## config.mk

```make
export PLATFORM = sky130hd
export DESIGN_NAME = hazard_ctrl
export DESIGN_NICKNAME = d
export VERILOG_FILES = /design/src/rtl/hazard_ctrl_pkg.sv /design/src/rtl/hazard_ctrl_lu_detect.sv /design/src/rtl/hazard_ctrl.sv
export SDC_FILE = /design/constraint.sdc
export NUM_CORES = 1
export LEC_CHECK = 0
export ABC_AREA = 1
export CORE_MARGIN = 2
export CORE_UTILIZATION = 29
export CTS_BUF_LIST = sky130_fd_sc_hd__clkbuf_8
export DETAILED_ROUTE_END_ITERATION = 8
export PLACE_DENSITY = 0.64
export SYNTH_ARGS = -nofsm -noshare
export SYNTH_HDL_FRONTEND = slang
export SYNTH_SLANG_ARGS = --single-unit
```

## constraint.sdc

```tcl
create_clock -name clk -period 1.7 [get_ports clk]
set_input_delay 0.255 -clock clk [delete_from_list [all_inputs] [get_ports clk]]
set_output_delay 0.255 -clock clk [all_outputs]
set_load 0.02 [all_outputs]
```

## src/rtl/hazard_ctrl_pkg.sv

```systemverilog
// Shared definitions for the ID-stage hazard controller: state encoding,
// register-zero constant and the per-stage enable/clear bundle.
package hazard_ctrl_pkg;

  localparam int REG_W = 5;
  localparam logic [REG_W-1:0] REG_ZERO = 5'd0;

  localparam int STALL_CNT_W_DEF = 16;
  localparam logic [STALL_CNT_W_DEF-1:0] STALL_CNT_MAX = {STALL_CNT_W_DEF{1'b1}};

  typedef enum logic {
    ST_RUN      = 1'b0,
    ST_LU_STALL = 1'b1
  } st_e;

  typedef struct packed {
    logic pc_en;
    logic ifid_en;
    logic ifid_clr;
    logic idex_en;
    logic idex_clr;
    logic exmem_en;
    logic exmem_clr;
  } ctl_t;

  // Clr is only ever raised on a stage whose En is also high.
  localparam ctl_t CTL_FREEZE = '{pc_en: 1'b0, ifid_en: 1'b0, ifid_clr: 1'b0, idex_en: 1'b0,
                                  idex_clr: 1'b0, exmem_en: 1'b0, exmem_clr: 1'b0};
  localparam ctl_t CTL_RUN    = '{pc_en: 1'b1, ifid_en: 1'b1, ifid_clr: 1'b0, idex_en: 1'b1,
                                  idex_clr: 1'b0, exmem_en: 1'b1, exmem_clr: 1'b0};
  localparam ctl_t CTL_STALL  = '{pc_en: 1'b0, ifid_en: 1'b0, ifid_clr: 1'b0, idex_en: 1'b1,
                                  idex_clr: 1'b1, exmem_en: 1'b1, exmem_clr: 1'b0};
  localparam ctl_t CTL_FLUSH  = '{pc_en: 1'b1, ifid_en: 1'b1, ifid_clr: 1'b1, idex_en: 1'b1,
                                  idex_clr: 1'b1, exmem_en: 1'b1, exmem_clr: 1'b1};

endpackage

```

## src/rtl/hazard_ctrl_lu_detect.sv

```systemverilog
// Load-use comparator: flags an ID instruction that sources the register a load in EX writes.
// Purely combinational; shared with the forwarding unit.
module hazard_ctrl_lu_detect
  import hazard_ctrl_pkg::*;
(
  input  logic             ex_rd_mem_i,
  input  logic [REG_W-1:0] ex_dst_i,
  input  logic [REG_W-1:0] id_rs_i,
  input  logic [REG_W-1:0] id_rt_i,
  input  logic             id_uses_rt_i,
  output logic             lu_hit_o
);

  logic rs_match;
  logic rt_match;

  assign rs_match = (ex_dst_i == id_rs_i);
  assign rt_match = id_uses_rt_i & (ex_dst_i == id_rt_i);
  assign lu_hit_o = ex_rd_mem_i & (ex_dst_i != REG_ZERO) & (rs_match | rt_match);

endmodule

```

## src/rtl/hazard_ctrl.sv

```systemverilog
// ID-stage hazard controller: per-stage En/Clr for load-use stalls, branch flushes and memory wait.
// Outputs are same-cycle combinational; a load-use stall lasts LU_BUBBLES cycles plus any busy cycles.
module hazard_ctrl
  import hazard_ctrl_pkg::*;
#(
  parameter int LU_BUBBLES = 1,
  parameter int CNT_W      = 16
) (
  input  logic             clk,
  input  logic             rst,
  input  logic [4:0]       ID_rs,
  input  logic [4:0]       ID_rt,
  input  logic             ID_UsesRt,
  input  logic             EX_ReadMem,
  input  logic [4:0]       EX_Dst,
  input  logic             Branch_Taken,
  input  logic             Mem_Busy,
  input  logic             Cnt_Clr,
  output logic             PC_En,
  output logic             IFID_En,
  output logic             IFID_Clr,
  output logic             IDEX_En,
  output logic             IDEX_Clr,
  output logic             EXMEM_En,
  output logic             EXMEM_Clr,
  output logic [CNT_W-1:0] Stall_Cnt
);

  localparam logic [1:0]       BUB_INIT = 2'(LU_BUBBLES - 1);
  localparam logic [CNT_W-1:0] CNT_MAX  = {CNT_W{1'b1}};

  st_e              st_q, st_d;
  logic [1:0]       bub_q, bub_d;
  logic [CNT_W-1:0] cnt_q, cnt_d;
  logic             lu_hit;
  ctl_t             ctl;

  hazard_ctrl_lu_detect u_lu_detect (
    .ex_rd_mem_i  (EX_ReadMem),
    .ex_dst_i     (EX_Dst),
    .id_rs_i      (ID_rs),
    .id_rt_i      (ID_rt),
    .id_uses_rt_i (ID_UsesRt),
    .lu_hit_o     (lu_hit)
  );

  // Priority: reset > memory wait > branch flush > load-use stall > normal flow.
  always_comb begin
    ctl   = CTL_FREEZE;
    st_d  = st_q;
    bub_d = bub_q;
    if (!rst) begin
      ctl = CTL_FREEZE;
    end else if (Mem_Busy) begin
      ctl = CTL_FREEZE;
    end else if (Branch_Taken) begin
      ctl   = CTL_FLUSH;
      st_d  = ST_RUN;
      bub_d = 2'd0;
    end else if (st_q == ST_LU_STALL) begin
      ctl = CTL_STALL;
      if (bub_q == 2'd1) begin
        st_d  = ST_RUN;
        bub_d = 2'd0;
      end else begin
        bub_d = bub_q - 2'd1;
      end
    end else if (lu_hit) begin
      ctl = CTL_STALL;
      if (LU_BUBBLES > 1) begin
        st_d  = ST_LU_STALL;
        bub_d = BUB_INIT;
      end
    end else begin
      ctl = CTL_RUN;
    end
  end

  always_comb begin
    cnt_d = cnt_q;
    if (Cnt_Clr) begin
      cnt_d = '0;
    end else if (!ctl.pc_en && (cnt_q != CNT_MAX)) begin
      cnt_d = cnt_q + 1'b1;
    end
  end

  always_ff @(posedge clk or negedge rst) begin
    if (!rst) begin
      st_q  <= ST_RUN;
      bub_q <= 2'd0;
      cnt_q <= '0;
    end else begin
      st_q  <= st_d;
      bub_q <= bub_d;
      cnt_q <= cnt_d;
    end
  end

  assign PC_En     = ctl.pc_en;
  assign IFID_En   = ctl.ifid_en;
  assign IFID_Clr  = ctl.ifid_clr;
  assign IDEX_En   = ctl.idex_en;
  assign IDEX_Clr  = ctl.idex_clr;
  assign EXMEM_En  = ctl.exmem_en;
  assign EXMEM_Clr = ctl.exmem_clr;
  assign Stall_Cnt = cnt_q;

endmodule

```

=== Yosys cells after proc, flatten, opt, wreduce, memory -nomap -nowiden ===
Cells that the tools add are included.
Widths: inputs -> output; s select.

* Output and inout port bits: 23
* Word-level logic and storage cells: 34
* Bits in registers: 19
* Input port bits: 22

* Multiplexer cells: 13
* Bitwise gates (word level): 5
* Add/sub/neg operators: 2
* Reduce and logical (&&, ||, !) cells: 7
* Equality and inequality tests: 4

{| class="wikitable"
|+ Operators with widths
! cell !! number
|-
| $mux 7 || 5
|-
| $mux 16 || 2
|-
| $add 16x1->16 const B || 1
|-
| $ne 16x16->1 const B || 1
|-
| $eq 5x5->1 || 2
|-
| $mux 2 || 3
|-
| $reduce_bool 5->1 || 1
|-
| $reduce_bool 2->1 || 2
|-
| $and 1x1->1 || 3
|-
| $mux 1 || 3
|-
| $reduce_and 3->1 || 1
|-
| $eq 2x1->1 const B || 1
|-
| $reduce_and 2->1 || 1
|-
| $sub 2x1->2 const B || 1
|-
| $logic_and 1x1->1 || 1
|-
| $logic_not 1->1 || 1
|-
| $not 1->1 || 1
|-
| $or 1x1->1 || 1
|}

=== Longest topological paths before layout ===
Gate-level depths: netlist (run 1).

* Depth after elaboration: 13
* Gate-level depth with buffers: 13
* Depth with buffers taken out: 12

=== Cells and area by module ===
From an unflattened synthesis (run 1), not the netlist that was laid out.

* Cell total of the unflattened synthesis: 240
* Area total of the unflattened synthesis: 1472.7 um^2

{| class="wikitable"
|+ Modules (own cells, without submodules)
! module !! seq. area each (um^2) !! area an instance (um^2) !! cells each !! instances
|-
| hazard_ctrl || 475.5 || 1266.2 || 188 || 1
|-
| hazard_ctrl_lu_detect || 0.0 || 206.4 || 52 || 1
|}

=== Worst setup path after synthesis (run 1) ===
Ideal clock, no wire load.

* Kind: input to output
* Start point: input rst
* End point: output PC_En
* Buffers on the path: 1
* Data arrival time: 1712 ps
* Cell stages on the path: 7
* Path slack: -267 ps
* Path through: inv_1 -> nor2_1 -> inv_1 -> nor2_1 -> inv_1 -> nand2_1 -> buf_4

* Longest elaborated chain between the ends: 1

{| class="wikitable"
|+ RTL lines
! what !! line !! source
|-
| from (decl) || hazard_ctrl.sv:10 || <nowiki>input logic rst,</nowiki>
|-
| $mux 7 || hazard_ctrl.sv:52 || <nowiki>if (!rst) begin</nowiki>
|-
| to (decl) || hazard_ctrl.sv:19 || <nowiki>output logic PC_En,</nowiki>
|}

Every way passes these cells.

=== Worst setup path after layout (run 1) ===
* Start point: register cnt_q[1] (netlist: Stall_Cnt[1])
* End point: register cnt_q[0] (netlist: Stall_Cnt[0])

* Longest elaborated chain between the ends: 3

{| class="wikitable"
|+ RTL lines
! what !! line !! source
|-
| from (decl) || hazard_ctrl.sv:34 || <nowiki>logic [CNT_W-1:0] cnt_q, cnt_d;</nowiki>
|-
| from (signal assigned) || hazard_ctrl.sv:96 || <nowiki>cnt_q <= cnt_d;</nowiki>
|-
| $ne 16x16->1 || hazard_ctrl.sv:83 || <nowiki>end else if (!ctl.pc_en && (cnt_q != CNT_MAX)) begin</nowiki>
|-
| $logic_and 1x1->1 || hazard_ctrl.sv:83 ||
|-
| $reduce_bool 2->1 (no source line) || - ||
|}

Every way passes these cells.
A chain may end at the register's enable or synchronous reset.

==> results of run 1 <==
==> state kept, by name, summed over array words and instances, names as in the netlist <==
register   count
bub_q          2
Stall_Cnt     16
st_q           1
==> cell usage after synthesis (3+ instances only) <==
library cell,number
o21ai_0,3
xor2_1,6
buf_4,3
nand2_2,3
clkbuf_1,3
nand2_1,77
nor2_1,36
inv_1,26
nor3_1,5
inv_2,7
xnor2_1,4
dfrtp_1,19
nand3_1,26
==> routing by layer <==
layer  GRT usage, %  up-vias  wire length, um
met5              0        -                0
met1           18.6      724             1900
met3           2.84        4              133
li1               -      874                -
met4           3.09        0               58
met2           24.6       28             1970
==> logic make-up after synthesis <==
group | share of synthesized area [%]
xor gates and xnor gates | 5.82
buffers and inverters | 12.2
AOI/OAI and AO/OA | 2.24
DFF | 31.6
and+or+nand+nor | 46.5
adders and majority gates | 1.66
==> timing repair <==
item	4_1_cts	5_1_grt
setup buffers	3	4
endpoints found under the setup margin	9	20
resized for setup	38	23
cloned	0	1
pin swaps	8	13
==> final cells by class <==
cell class              count  share of cell area [%]
clock inverters             1                   0.214
well taps                  70                    3.74
flip-flops and latches     19                    20.4
inverters                  34                    5.45
clock buffers               3                    1.76
repair buffers             76                    28.8
multi-input cells         177                    39.7
==> through the flow <==
stage / power (W) / setup slack, ns / instance area [um^2] / instances / TNS, ns
after detailed placement: 0.000836 / -0.554 / 2210 / 369 / -7.07
after global routing: 0.00123 / -0.123 / 2340 / 380 / -1.73
final: 0.00115 / 0.00821 / 2340 / 380 / 0
after CTS: 0.00116 / 0.00201 / 2260 / 376 / 0
after global placement: 0.000830 / -0.578 / 2210 / 369 / -7.10
after floorplan: 0.000667 / -0.0669 / 1530 / 237 / -0.656
==> worst min-delay path by stage <==
| stage | startpoint | slack [ns] | depth (start not counted) | endpoint |
|---|---|---|---|---|
| after floorplan | rst | -0.04 | 0 | Stall_Cnt[0] |
| after global placement | st_q | 0.54 | 2 | st_q |
| after detailed placement | st_q | 0.54 | 2 | st_q |
| after CTS | rst | 0.17 | 2 | Stall_Cnt[13] |
| after global routing | rst | 0.19 | 2 | Stall_Cnt[2] |
| final | rst | 0.16 | 2 | Stall_Cnt[2] |
==> worst max-delay path, delay by kind of cell, from the launching register on <==
kind                       cells  cell delay [ns]
and+or+nand+nor               10             0.94
DFF                            1             0.39
adders and majority gates      1             0.15
buffers and inverters          1             0.15
==> layout by cell type (no fill, tap or decap), types with 3 or more instances in the layout <==
cell             synthesis  final
nand2_2                  3      7
clkdlybuf4s50_1          0     19
nor2_4                   2      3
xnor2_1                  4      4
o21ai_0                  3      3
nor2_2                   2      4
buf_6                    2      4
dfrtp_1                 19     17
nor2_1                  36     33
dlygate4sd2_1            0     14
nor3_1                   5      4
clkbuf_8                 0      3
inv_2                    7      8
buf_4                    3     28
clkdlybuf4s15_1          0      4
nand2_1                 77     72
nand3_1                 26     23
nand3_2                  1      4
inv_1                   26     25
xor2_1                   6      6
==> power groups by stage <==
stage | clock network (W) | logic, W | registers, W
3_3_place_gp | 0 | 0.000329 | 0.000500
6_report | 0.000324 | 0.000339 | 0.000492
4_1_cts | 0.000335 | 0.000329 | 0.000492
3_5_place_dp | 0 | 0.000336 | 0.000500
2_1_floorplan | 0 | 0.000147 | 0.000520
5_1_grt | 0.000351 | 0.000380 | 0.000495
==> summary.md, run 1 <==
| Metric | Value |
|---|---|
| CTS tree | yes |
| Net Switching | 0.000361 W |
| Post-synth top area share | 31.6% |
| Register area | 478 um^2 |
| Die X | between 70 and 80 um |
| Fin crit share | between 90% and 100% |
| Unique masters post-synth | 26 |
| Core Region | between 5000 and 6000 um^2 |
| Layout area overhead | 55.5% |
| ANT nets after route | 0 |
| Hold_buf cts | 0 |
| Max-slew headroom | approximately 79% |
| GPL Wtd Cong | approximately 0.81 |
| Port buffer count | 44 |
| Main flop type after synthesis | dfrtp_1 |
| Initial detailed-routing violation count | around 80 |
| CTS clk-pin slew, worst paths | 0.08 ns |
| Initial core utilization | between 20% and 30% |
| WL per Instance | 10.7 um |
| First-pass GRT wire length | a little under 7 mm |
| Die footprint | about 5800 um^2 |
| Worst min path class | input pin to asynchronous set/reset pin |
| Hpwl dp | 3.05 mm |
| Synthesized area per cell | about 6.4 um^2 |
| FILL cells | a little over 500 |
| Yosys warnings | 0 |
| TritonCTS buffer count | 3 |
| Post-Syn Area | 1510 um^2 |
| Measured slew at the worst slew-check pin | 0.318 ns |
| Diode count | 0 |
| Critical path capture point type | register |
| Ports | between 40 and 50 |
| Peak Freq | approximately 590 MHz |
| Post-synth EDFFs | 0 |
| Min cycle time layout | between 1.5 and 2 ns |
| Crit-path max FO | 9 |
| P_int | 0.000794 W |
| Clock group share of total power | around 28% |
| Global Route Usage Sum | approximately 14% |
| Detailed Route WL | 4.06 mm |
| Worst vdd rail ir drop | about 0.24 mV |
| Largest net degree at the start of global routing | 20 |
| Clk_lat worst skew | 0.26 ns |
| H-Tree Depth | 1 |
| Largest area contributor in the synthesized netlist | dfrtp_1 |
| Root buf cell | clkbuf_8 |
| Max Root-Sink Buffers | 2 |
| Crit path largest cell delay | between 0.3 and 0.4 ns |
| # rows | 26 |
| PwrDens | 493 nW/um^2 |
| CP Cell Sequence | ha_4, nand2_4, nor2_4, nand2_2, nor2_4, nand2_2, nor2_2, nand3_2, nand3_4, buf_12, nand3_1, nand2_1 |
| RSZ-0062 raised after global routing | yes |
| Worst reg2reg endpoint | Stall_Cnt[0] |
| Worst Skew | around 0.0054 ns |
| Crit Path Class | register to register |
| Syn Inst Count | around 240 |
| Largest cells by area after synthesis | dfrtp_1 32%, nand2_1 19%, nor2_1 9.0% |
| Worst hold slack | between 0.15 and 0.2 ns |
| Max-slew violations | 0 |
| R2R Setup Slk | 0.008 ns |
| Slowest-stage cell, CP | dfrtp_2 |
| Final Util | between 40% and 50% |
| Fin nets | 335 |
| Layout cells sized above 1 | roughly a quarter |
| GRT Residual Overflow | 0 |
| Count of final setup violators | 0 |
| Via Count | between 1,500 and 2,000 |
| Run status | finished, final reports clean |
| Asr flop ratio synth | 100% |
| Sequential fraction of design power | 42.6% |
| Vias per inst | approximately 4.3 |
| Die Y | approximately 76 um |
| Worst setup path endpoint | Stall_Cnt[0] |
| Worst r2r src | Stall_Cnt[1] |
| Crit path from | Stall_Cnt[1] |
| Synth Register Bits | 19 |
| Total of max-cap violations | 0 |
| Sequential share of the synthesized area | roughly a third |
| Vias in the first global route | about 1,500 |
| Number of remaining DRC errors | 0 |
| Multi-input logic area | 928 um^2 |
| CTS sink cnt | 19 |
| Worst R2R Path Depth | 12 |
| Comb pwr share | around 29% |
| CP required | about 1.9 ns |
| 1st-pass router iterations | 4 |
| Fin. Hold Viols | 0 |
| Worst setup SP type | register |
| P_leak | 1.20 nW |
| Worst Path Arrival | ~1.9 ns |
| Syn nets | between 200 and 300 |
| Initial antenna violation count | 0 |
| Net Sw Frac | 31.3% |
Power figures use the tool's default switching activity.
==> run 2, diff against run 1 <==
- SETUP_SLACK_MARGIN: default -> 0.1
- SLEW_MARGIN: default -> 20
==> run 2 against run 1 <==
Clock power barely moved. Clock skew is 0.0044 ns lower. Routed wire length rose by 0.94%. Utilization is 1.3 points lower. Worst hold slack got worse by 0.0091 ns. Final cell count is 0.79% lower. Fmax hardly changed. Total power fell by 0.99%. Sequential power hardly changed. Die area unchanged. Critical path depth is the same.
==> summary.md, run 2 (synthesis gave the netlist of run 1 again) <==
| Metric | Value |
|---|---|
| Worst r2r src | Stall_Cnt[1] |
| Fin nets | 332 (-0.90%) |
| Die Y | 76.0 um (unchanged) |
| Core Region | 5040 um^2 (unchanged) |
| GRT Residual Overflow | 0 (unchanged) |
| 1st-pass router iterations | 4 (unchanged) |
| TritonCTS buffer count | 3 (unchanged) |
| Count of final setup violators | 0 (unchanged) |
| Initial antenna violation count | 0 (unchanged) |
| Highest-count cells in the layout ignoring fill and taps | 70 x nand2_1, 34 x nor2_1, 28 x buf_4 |
| WL per Instance | 10.9 um (+1.7%) |
| H-Tree Depth | 1 (unchanged) |
| Comb pwr share | 28.7% (-0.6 points) |
| Fin crit share | 99.5% (about the same) |
| CP Cell Sequence | ha_4, nand2_4, nor2_4, nand2_2, nor2_4, nand2_2, nor2_2, nand3_2, nand3_4, nand2_4, nand2_1, nand2_1 |
| Measured slew at the worst slew-check pin | 0.317 ns (-0.00153 ns) |
| Number of remaining DRC errors | 0 (unchanged) |
| P_leak | 1.27 nW (+5.8%) |
| Net Switching | 0.000359 W (-0.60%) |
| Worst R2R Path Depth | 12 (unchanged) |
| ANT nets after route | 0 (unchanged) |
| Net Sw Frac | 31.4% (+0.12 points) |
| Clock group share of total power | 28.2% (about the same) |
| Root buf cell | clkbuf_8 |
| FILL cells | 536 (+5.7%) |
| Crit path largest cell delay | 0.39 ns (about the same) |
| Vias in the first global route | 1,581 (+2.3%) |
| Hpwl dp | 3.06 mm (+0.34%) |
| Max-slew violations | 0 (unchanged) |
| Vias per inst | 4.29 (+0.12%) |
| Worst vdd rail ir drop | 0.323 mV (+32%) |
| GPL Wtd Cong | 0.842 (+4.0%) |
| Power, Total | 0.00114 W (-0.99%) |
| DP Area | 2220 um^2 (+0.34%) |
| Most common cell after layout, fill and taps aside | nand2_1 |
| Die footprint | 5780 um^2 (unchanged) |
| P_int | 0.000785 W (-1.2%) |
| Critical path capture point type | register |
| Max Root-Sink Buffers | 2 (unchanged) |
| PwrDens | 502 nW/um^2 (+1.8%) |
| Sequential fraction of design power | 43.1% (+0.5 points) |
| Worst Path Arrival | 1.85 ns (-0.04 ns) |
| Crit-path max FO | 8 (-1) |
| Diode count | 0 (unchanged) |
| CTS sink cnt | 19 (unchanged) |
| Clk_lat worst skew | 0.26 ns (about the same) |
| Worst reg2reg endpoint | Stall_Cnt[15] |
| Global Route Usage Sum | 14.9% (+0.60 points) |
| Worst Skew | 0.000978 ns (-0.00442 ns) |
| Die X | 76.0 um (unchanged) |
| Worst setup SP type | register |
| R2R Setup Slk | 0.008 ns (about the same) |
| # rows | 26 (unchanged) |
| Slowest-stage cell, CP | dfrtp_2 |
| Final Cell Area | 2280 um^2 (-2.8%) |
| Total of max-cap violations | 0 (unchanged) |
| Initial detailed-routing violation count | 76 (-3.8%) |
| Layout cells sized above 1 | 24.4% (+0.24 points) |
| Largest register FFs | 16 (unchanged) |
| Detailed Route WL | 4.10 mm (+0.94%) |
| CP required | 1.86 ns (-0.04 ns) |
| Run status | finished, final reports clean |
| Ports | 45 (unchanged) |
| Fin. Hold Viols | 0 (unchanged) |
| Largest net degree at the start of global routing | 20 (unchanged) |
| Initial core utilization | 29.9% (unchanged) |
| RSZ-0062 raised after global routing | yes |
| Crit Path Class | register to register |
| Peak Freq | 591 MHz (about the same) |
| Port buffer count | 44 (unchanged) |
| Max-slew headroom | 78.7% (+0.10 points) |
| Via Count | 1,619 (-0.67%) |
| CTS tree | yes |
| Worst min path class | input pin to asynchronous set/reset pin |
| Layout area overhead | 51.2% |
| CTS clk-pin slew, worst paths | 0.07 ns (about the same) |
| Min cycle time layout | 1.69 ns (+0.000289 ns) |
| First-pass GRT wire length | 7.19 mm (+4.3%) |
[run 2: cell types whose count changed in the layout (fill, tap and decap cells not counted), sizes merged, moves of 2 or more]
cell	delta
dlymetal6s2s	+2
clkdlybuf4s15	-2
dlygate4sd2	+8
clkdlybuf4s50	-13
clkbuf	+3
[run 2: critical path: cells and delay by family, from the launching register on]
| kind | cells | cell delay (ns) |
|---|---|---|
| flip-flops | 1 | 0.39 |
| AND/OR/NAND/NOR | 11 | 1.04 |
| adder cells (fa/ha/maj) | 1 | 0.15 |
[run 2: worst max-delay path by stage]
stage	startpoint	endpoint	cells after the start
after CTS	Stall_Cnt[1]	Stall_Cnt[13]	12
after global routing	Stall_Cnt[1]	Stall_Cnt[10]	12
after global placement	EX_Dst[4]	IDEX_Clr	10
after detailed placement	EX_Dst[4]	IDEX_Clr	10
after floorplan	Stall_Cnt[0]	Stall_Cnt[0]	13
final	Stall_Cnt[1]	Stall_Cnt[15]	12
[run 2: metrics by stage]
step | setup WS (ns) | util [%] | TNS, ns | cells | hold WS [ns]
floorplan | -0.0665 | - | -0.652 | 237 | -0.0406
global placement | -0.572 | 44.0 | -7.19 | 370 | 0.536
detailed placement | -0.553 | 44.0 | -7.30 | 370 | 0.540
CTS | 0.0214 | 44.5 | 0 | 375 | 0.172
global route | -0.112 | 45.1 | -1.51 | 377 | 0.191
finish | 0.00792 | 45.1 | 0 | 377 | 0.149
[run 2: layout make-up]
| class | count | area (um^2) | share of cell area [%] |
|---|---|---|---|
| clock inverter | 1 | 3.75 | 0.165 |
| sequential | 19 | 478 | 21.0 |
| inverter | 34 | 128 | 5.61 |
| clock buffer | 3 | 41.3 | 1.81 |
| tap | 70 | 87.6 | 3.85 |
| multi-input combinational | 177 | 916 | 40.2 |
| timing repair buffer | 73 | 622 | 27.3 |
[run 2: timing repair]
item	4_1_cts	5_1_grt
hold buffers	0	0
pin swaps	11	13
buffers inserted	1	1
gates cloned	0	1
endpoints found under the setup margin	34	24
resized for setup	59	24
[run 2: per-layer routing]
layer | vias up | global-route usage, % | routed length, um
li1 | 866 | - | -
met1 | 712 | 19.8 | 1920
met2 | 37 | 25.3 | 1970
met3 | 4 | 1.30 | 136
met4 | 0 | 5.45 | 72
met5 | - | 0 | 0
[run 2: power groups by stage]
stage | Sequential [W] | Combinational, W | Clock (W)
6_report | 0.000493 | 0.000328 | 0.000323
5_1_grt | 0.000497 | 0.000369 | 0.000345
4_1_cts | 0.000493 | 0.000321 | 0.000332
3_5_place_dp | 0.000500 | 0.000338 | 0
3_3_place_gp | 0.000500 | 0.000332 | 0
2_1_floorplan | 0.000520 | 0.000147 | 0
==> RTL change 1 (settings of run 1) <==
Change the parameter `CNT_W` from 16 to 20.
--- a/src/rtl/hazard_ctrl.sv
+++ b/src/rtl/hazard_ctrl.sv
@@ -4,7 +4,7 @@
   import hazard_ctrl_pkg::*;
 #(
   parameter int LU_BUBBLES = 1,
-  parameter int CNT_W      = 16
+  parameter int CNT_W      = 20
 ) (
   input  logic             clk,
   input  logic             rst,
Ports: changed (resized Stall_Cnt); port bits go from 45 to 49. The function was not compared with the original's and may differ.
==> RTL change 1 against run 1 <==
The flow now finishes with violations (negative setup slack). Wire length grew 28%. Sequential share of layout area grew 0.75 points. Synthesized area grew 19%. Final cell count grew 13%. Sequential power grew 17%. Power grew 13%. Fmax shrank 4.0%. Sequential cell count grew 4. Final area grew 17%. Setup slack lost 70 ps. Largest cell class unchanged. Highest routed layer unchanged.
==> RTL change 1: results (changes against run 1) <==
[finish]
clock_cell_area_share_pct=1.69  ; -0.28 points
multi_input_gates=216  ; +22%
register_area_um2=578  ; +21%
fillers=603  ; +19%
buf_share_pct=29.8  ; +1.1 points
inv_count=25  ; -26%
fin_nets=380  ; +13%
multiInputGateArea_mm2=0.00110  ; +19%
final_layout_size_suffix_gt1_share_pct=20.0  ; -4.2 points
largest_reg_flops=20  ; +4
final_core_util_pct=45.9  ; -0.57 points

[synthesis]
synthesis.nets=298  ; +14%
ys_types=25  ; -3.8%
synthTopCellsByArea=dfrtp_1, nand2_1, nor2_1
ys_seq_area_share_pct=32.1  ; +0.51 points
synth_compound_area_share_pct=1.88  ; -0.36 points
synth_common_cells=nand2_1, nor2_1, nand3_1
synthXorXnorAreaFrac_pct=8.79  ; +3.0 points

[detailed_routing]
post_drt_wl_per_cell_um=12.0  ; +13%
dr.pass1.iters=5  ; +1
avgViaCountPerCell=4.72  ; +10%
drt_iter0_drc=189  ; +140%

[worst_setup_path]
crit_arrival_ps=1920  ; +30 ps
r2r_cells=10  ; -2
cp_max_fo=10  ; +1

[grt]
track_usage_pct=16.5  ; +2.2 points
grt_max_degree=24  ; +20%

[run_status]
violations=negative setup slack
status=finished, violations left

[cts]
clk_latency_ps=280  ; +20 ps
ctsResizeCount=52  ; +37%
cts_sinks=23  ; +4
clkSlewWorstSetupHoldPaths_ps=100  ; +20 ps

[power_and_ir_drop]
leakage_nw=1.41  ; +17%
peakVddDrop_v=0.000287  ; +17%

[sta]
setup_viol=20  ; +20
layout_setup_ws_ps=-62.1  ; -70.3 ps
worst_slew_pin_slew_ps=365  ; +46.3 ps

[placed_design]
dpl_cell_area_mm2=0.00254  ; +15%
port_buffers=48  ; +9.1%
place.gp.congestion=0.933  ; +15%

[floorplanning]
fp.dieArea_mm2=0.00683  ; +18%

## RTL change 1: cell count changes after synthesis, moves of 3 or more
cell      delta
nand4_1      +4
nor3_1       -5
dfrtp_1      +4
nor2_1      +16
inv_2        -6
nand2_1     +18
xor2_1       +7
clkbuf_1     -3
## RTL change 1: per-stage QoR
stage,setup slack (ps),hold slack (ps),setup TNS (ps),std cells
global placement,-614,503,-9890,419
global route,-161,184,-2870,430
floorplan,-54.9,-40.6,-1080,274
finish,-62.1,128,-659,430
CTS,-9.88,163,-13.5,429
detailed placement,-617,526,-10800,419
## RTL change 1: power by group
part | leakage (nW) | total, mW | switching [mW] | internal (mW)
combinational | 1.07 | 0.371 | 0.199 | 0.172
clock | 0.0255 | 0.354 | 0.190 | 0.164
sequential | 0.316 | 0.574 | 0.0126 | 0.561
total | 1.41 | 1.30 | 0.402 | 0.897
## RTL change 1: worst max-delay path: cells and delay by family (launching register included)
| family | cells | cell delay (ps) |
|---|---|---|
| flops | 1 | 390 |
| buf+inv | 1 | 140 |
| simple gates | 8 | 960 |
| fa+ha+maj | 1 | 150 |
## RTL change 1: worst max path at each step
stage / endpoint / slack (ps) / cells after the start
4_1_cts: Stall_Cnt[11]$_DFFE_PN0P_ / -10 / 10
3_5_place_dp: IDEX_Clr / -620 / 10
3_3_place_gp: IDEX_Clr / -610 / 10
2_1_floorplan: Stall_Cnt[2]$_DFFE_PN0P_ / -50 / 10
6_report: Stall_Cnt[0]$_DFFE_PN0P_ / -60 / 10
5_1_grt: Stall_Cnt[2]$_DFFE_PN0P_ / -160 / 10
## RTL change 1: metal layers
metal | track usage [%] | wire length, um
met1 | 20.9 | 2210
met2 | 28.9 | 2520
met3 | 2.39 | 391
met4 | 4.75 | 57
met5 | 0 | 0
==> RTL change 2 (flow settings as in run 1) <==
Without the edit above. Register the output `Stall_Cnt` once more, with the module's reset; this adds one clock of latency there. The other outputs are not delayed to match.
--- a/src/rtl/hazard_ctrl.sv
+++ b/src/rtl/hazard_ctrl.sv
@@ -104,7 +104,13 @@
   assign IDEX_Clr  = ctl.idex_clr;
   assign EXMEM_En  = ctl.exmem_en;
   assign EXMEM_Clr = ctl.exmem_clr;
-  assign Stall_Cnt = cnt_q;
+  always_ff @(posedge clk or negedge rst) begin
+    if (!rst) begin
+      Stall_Cnt <= '0;
+    end else begin
+      Stall_Cnt <= cnt_q;
+    end
+  end
 
 endmodule
 
Function: changed (a bounded check fails within 4 cycles, from zero or initial values and one cycle with rst low).
==> RTL change 2 against run 1 <==
Clock skew is 0.78 ps lower. Final area rose by 19%. Power grew 57%. Wire length grew 16%. Sequential cell count up 16. Fmax up 2.5%. Synthesized area up 28%. First-iteration DRC count up 2.5%. Sequential power grew 78%. Sequential share of layout area up 11 points. Setup slack better by 42 ps.
==> RTL change 2: results (changes against run 1) <==
[run_status]
status=complete, no violations

[detailed_routing]
routed_wl_um=4710  ; +16%
dr_wl_met2_um=2280  ; +16%
wl_met1_um=2060  ; +8.1%
top_layer=met4
drt_iter0_drc=81  ; +2.5%
via_count=1842  ; +13%
dr.pass1.iters=5  ; +1
wl_met3_um=340  ; +160%

[finish]
n_antenna_cell=0  ; unchanged
top_regs=Stall_Cnt: 16 flops, cnt_q: 16 flops, bub_q: 2 flops
fin_nets=334  ; -0.30%
final_layout_size_suffix_gt1_share_pct=26.8  ; +2.6 points

[power_and_ir_drop]
peakVddDrop_v=0.000313  ; +28%
leakage_nw=1.47  ; +23%

[worst_setup_path]
cp_max_fo=8  ; -1
crit_arrival_ps=1830  ; -60 ps
reg2reg_setup_slack_ps=50  ; +40 ps

[grt]
antenna_found_initial=0  ; unchanged
grt_pass1_wl_um=7420  ; +7.7%
grt_util_met2_pct=21.7  ; -2.9 points
grt_pass1_vias=1691  ; +9.4%
met3_usage_pct=3.31  ; +0.46 points
grt_use_met1_pct=15.6  ; -2.9 points
track_usage_pct=12.6  ; -1.7 points
grt_max_degree=36  ; +80%

[synthesis]
ys_types=29  ; +12%
ys_seq_area_share_pct=45.5  ; +14 points
synthTopCellsByArea=dfrtp_1, nand2_1, nor2_1
synthesis.nets=265  ; +1.5%
synth_common_cells=nand2_1, nor2_1, dfrtp_1
async_flop_share_pct=100  ; unchanged
ys.warnings.count=0  ; unchanged

[placed_design]
place.gp.congestion=0.852  ; +5.2%
detailed_place_hpwl_um=3250  ; +6.4%
port_buffers=44  ; unchanged

[cts]
cts_buffers=5  ; +2
cts.path.max_buffers=2  ; unchanged
htreeDepth=2  ; +1
clk_latency_ps=280  ; +20 ps
clkSlewWorstSetupHoldPaths_ps=70
cts-root-buf=clkbuf_8

[worst_hold_path]
min_path_type=in -> async

[sta]
skew_ps=4.62  ; -0.779 ps
slew_headroom_pct=71.2  ; -7.4 points

-- RTL change 2: layout make-up --
class | count | area (um^2)
inverters | 27 | 104
clock buffers | 6 | 82.6
multi-input cells | 172 | 1020
fillers | 617 | 3590
well taps | 77 | 96.3
repair buffers | 69 | 612
flip-flops and latches | 35 | 876
clock inverters | 1 | 5.00
-- RTL change 2: cells by family (layout without fill, tap and decap cells) --
group | Yosys count | count (layout) | share of synthesized area, %
compound gates | 8 | 8 | 2.34
xor+xnor | 11 | 11 | 5.01
fa+ha+maj | 2 | 2 | 1.30
buf+inv | 35 | 103 | 9.04
flops | 35 | 35 | 45.5
simple gates | 150 | 151 | 36.8
-- RTL change 2: path summary, 6_finish.rpt --
kind / from / end / cells past startpoint
worst max-delay path: cnt_q[1]$_DFFE_PN0P_ / cnt_q[1]$_DFFE_PN0P_ / 12
worst min-delay path: rst / cnt_q[9]$_DFFE_PN0P_ / 2
worst max register to register: cnt_q[1]$_DFFE_PN0P_ / cnt_q[1]$_DFFE_PN0P_ / 12
worst min register to register: cnt_q[8]$_DFFE_PN0P_ / Stall_Cnt[8]$_DFF_PN0_ / 0
max in group asynchronous: rst / Stall_Cnt[3]$_DFF_PN0_ / 2
min in group clk: cnt_q[8]$_DFFE_PN0P_ / Stall_Cnt[8]$_DFF_PN0_ / 0
-- RTL change 2: what timing repair did --
| action | in CTS | in global routing |
|---|---|---|
| gates resized for setup | 36 | 47 |
| setup endpoints to repair | 7 | 21 |
| endpoints found under the hold margin | 0 | 0 |
| buffers inserted | 2 | 4 |
| gates cloned | 0 | 1 |
| pin swaps | 10 | 24 |
-- RTL change 2: worst max-delay path, cell delays in order (launching register included) --
cell and delay, ps:
dfrtp_1 400, ha_4 160, nand2_2 50, inv_2 90
nand2_4 60, inv_4 70, nand2_4 70, nor2_8 140
nand3b_4 90, nand3_4 150, nand2_4 120, nand2_1 90
nand2_1 50
-- RTL change 2: power by group --
| part | total (mW) | leakage, nW | internal [mW] | switching, mW |
|---|---|---|---|---|
| registers | 0.875 | 0.484 | 0.856 | 0.0190 |
| clock network | 0.593 | 0.0470 | 0.317 | 0.275 |
| logic | 0.341 | 0.941 | 0.153 | 0.188 |
| total | 1.81 | 1.47 | 1.33 | 0.482 |
-- RTL change 2: per-stage QoR --
step	instance area, um^2	hold WS, ps	worst slack [ps]	setup TNS [ps]	instances
2_1_floorplan	1930	-40.6	1.62	0	241
3_3_place_gp	2550	388	-562	-6010	375
3_5_place_dp	2550	387	-577	-6330	375
4_1_cts	2630	78.8	-25.7	-240	384
5_1_grt	2800	104	-71.6	-824	387
6_report	2800	79.9	50.0	0	387
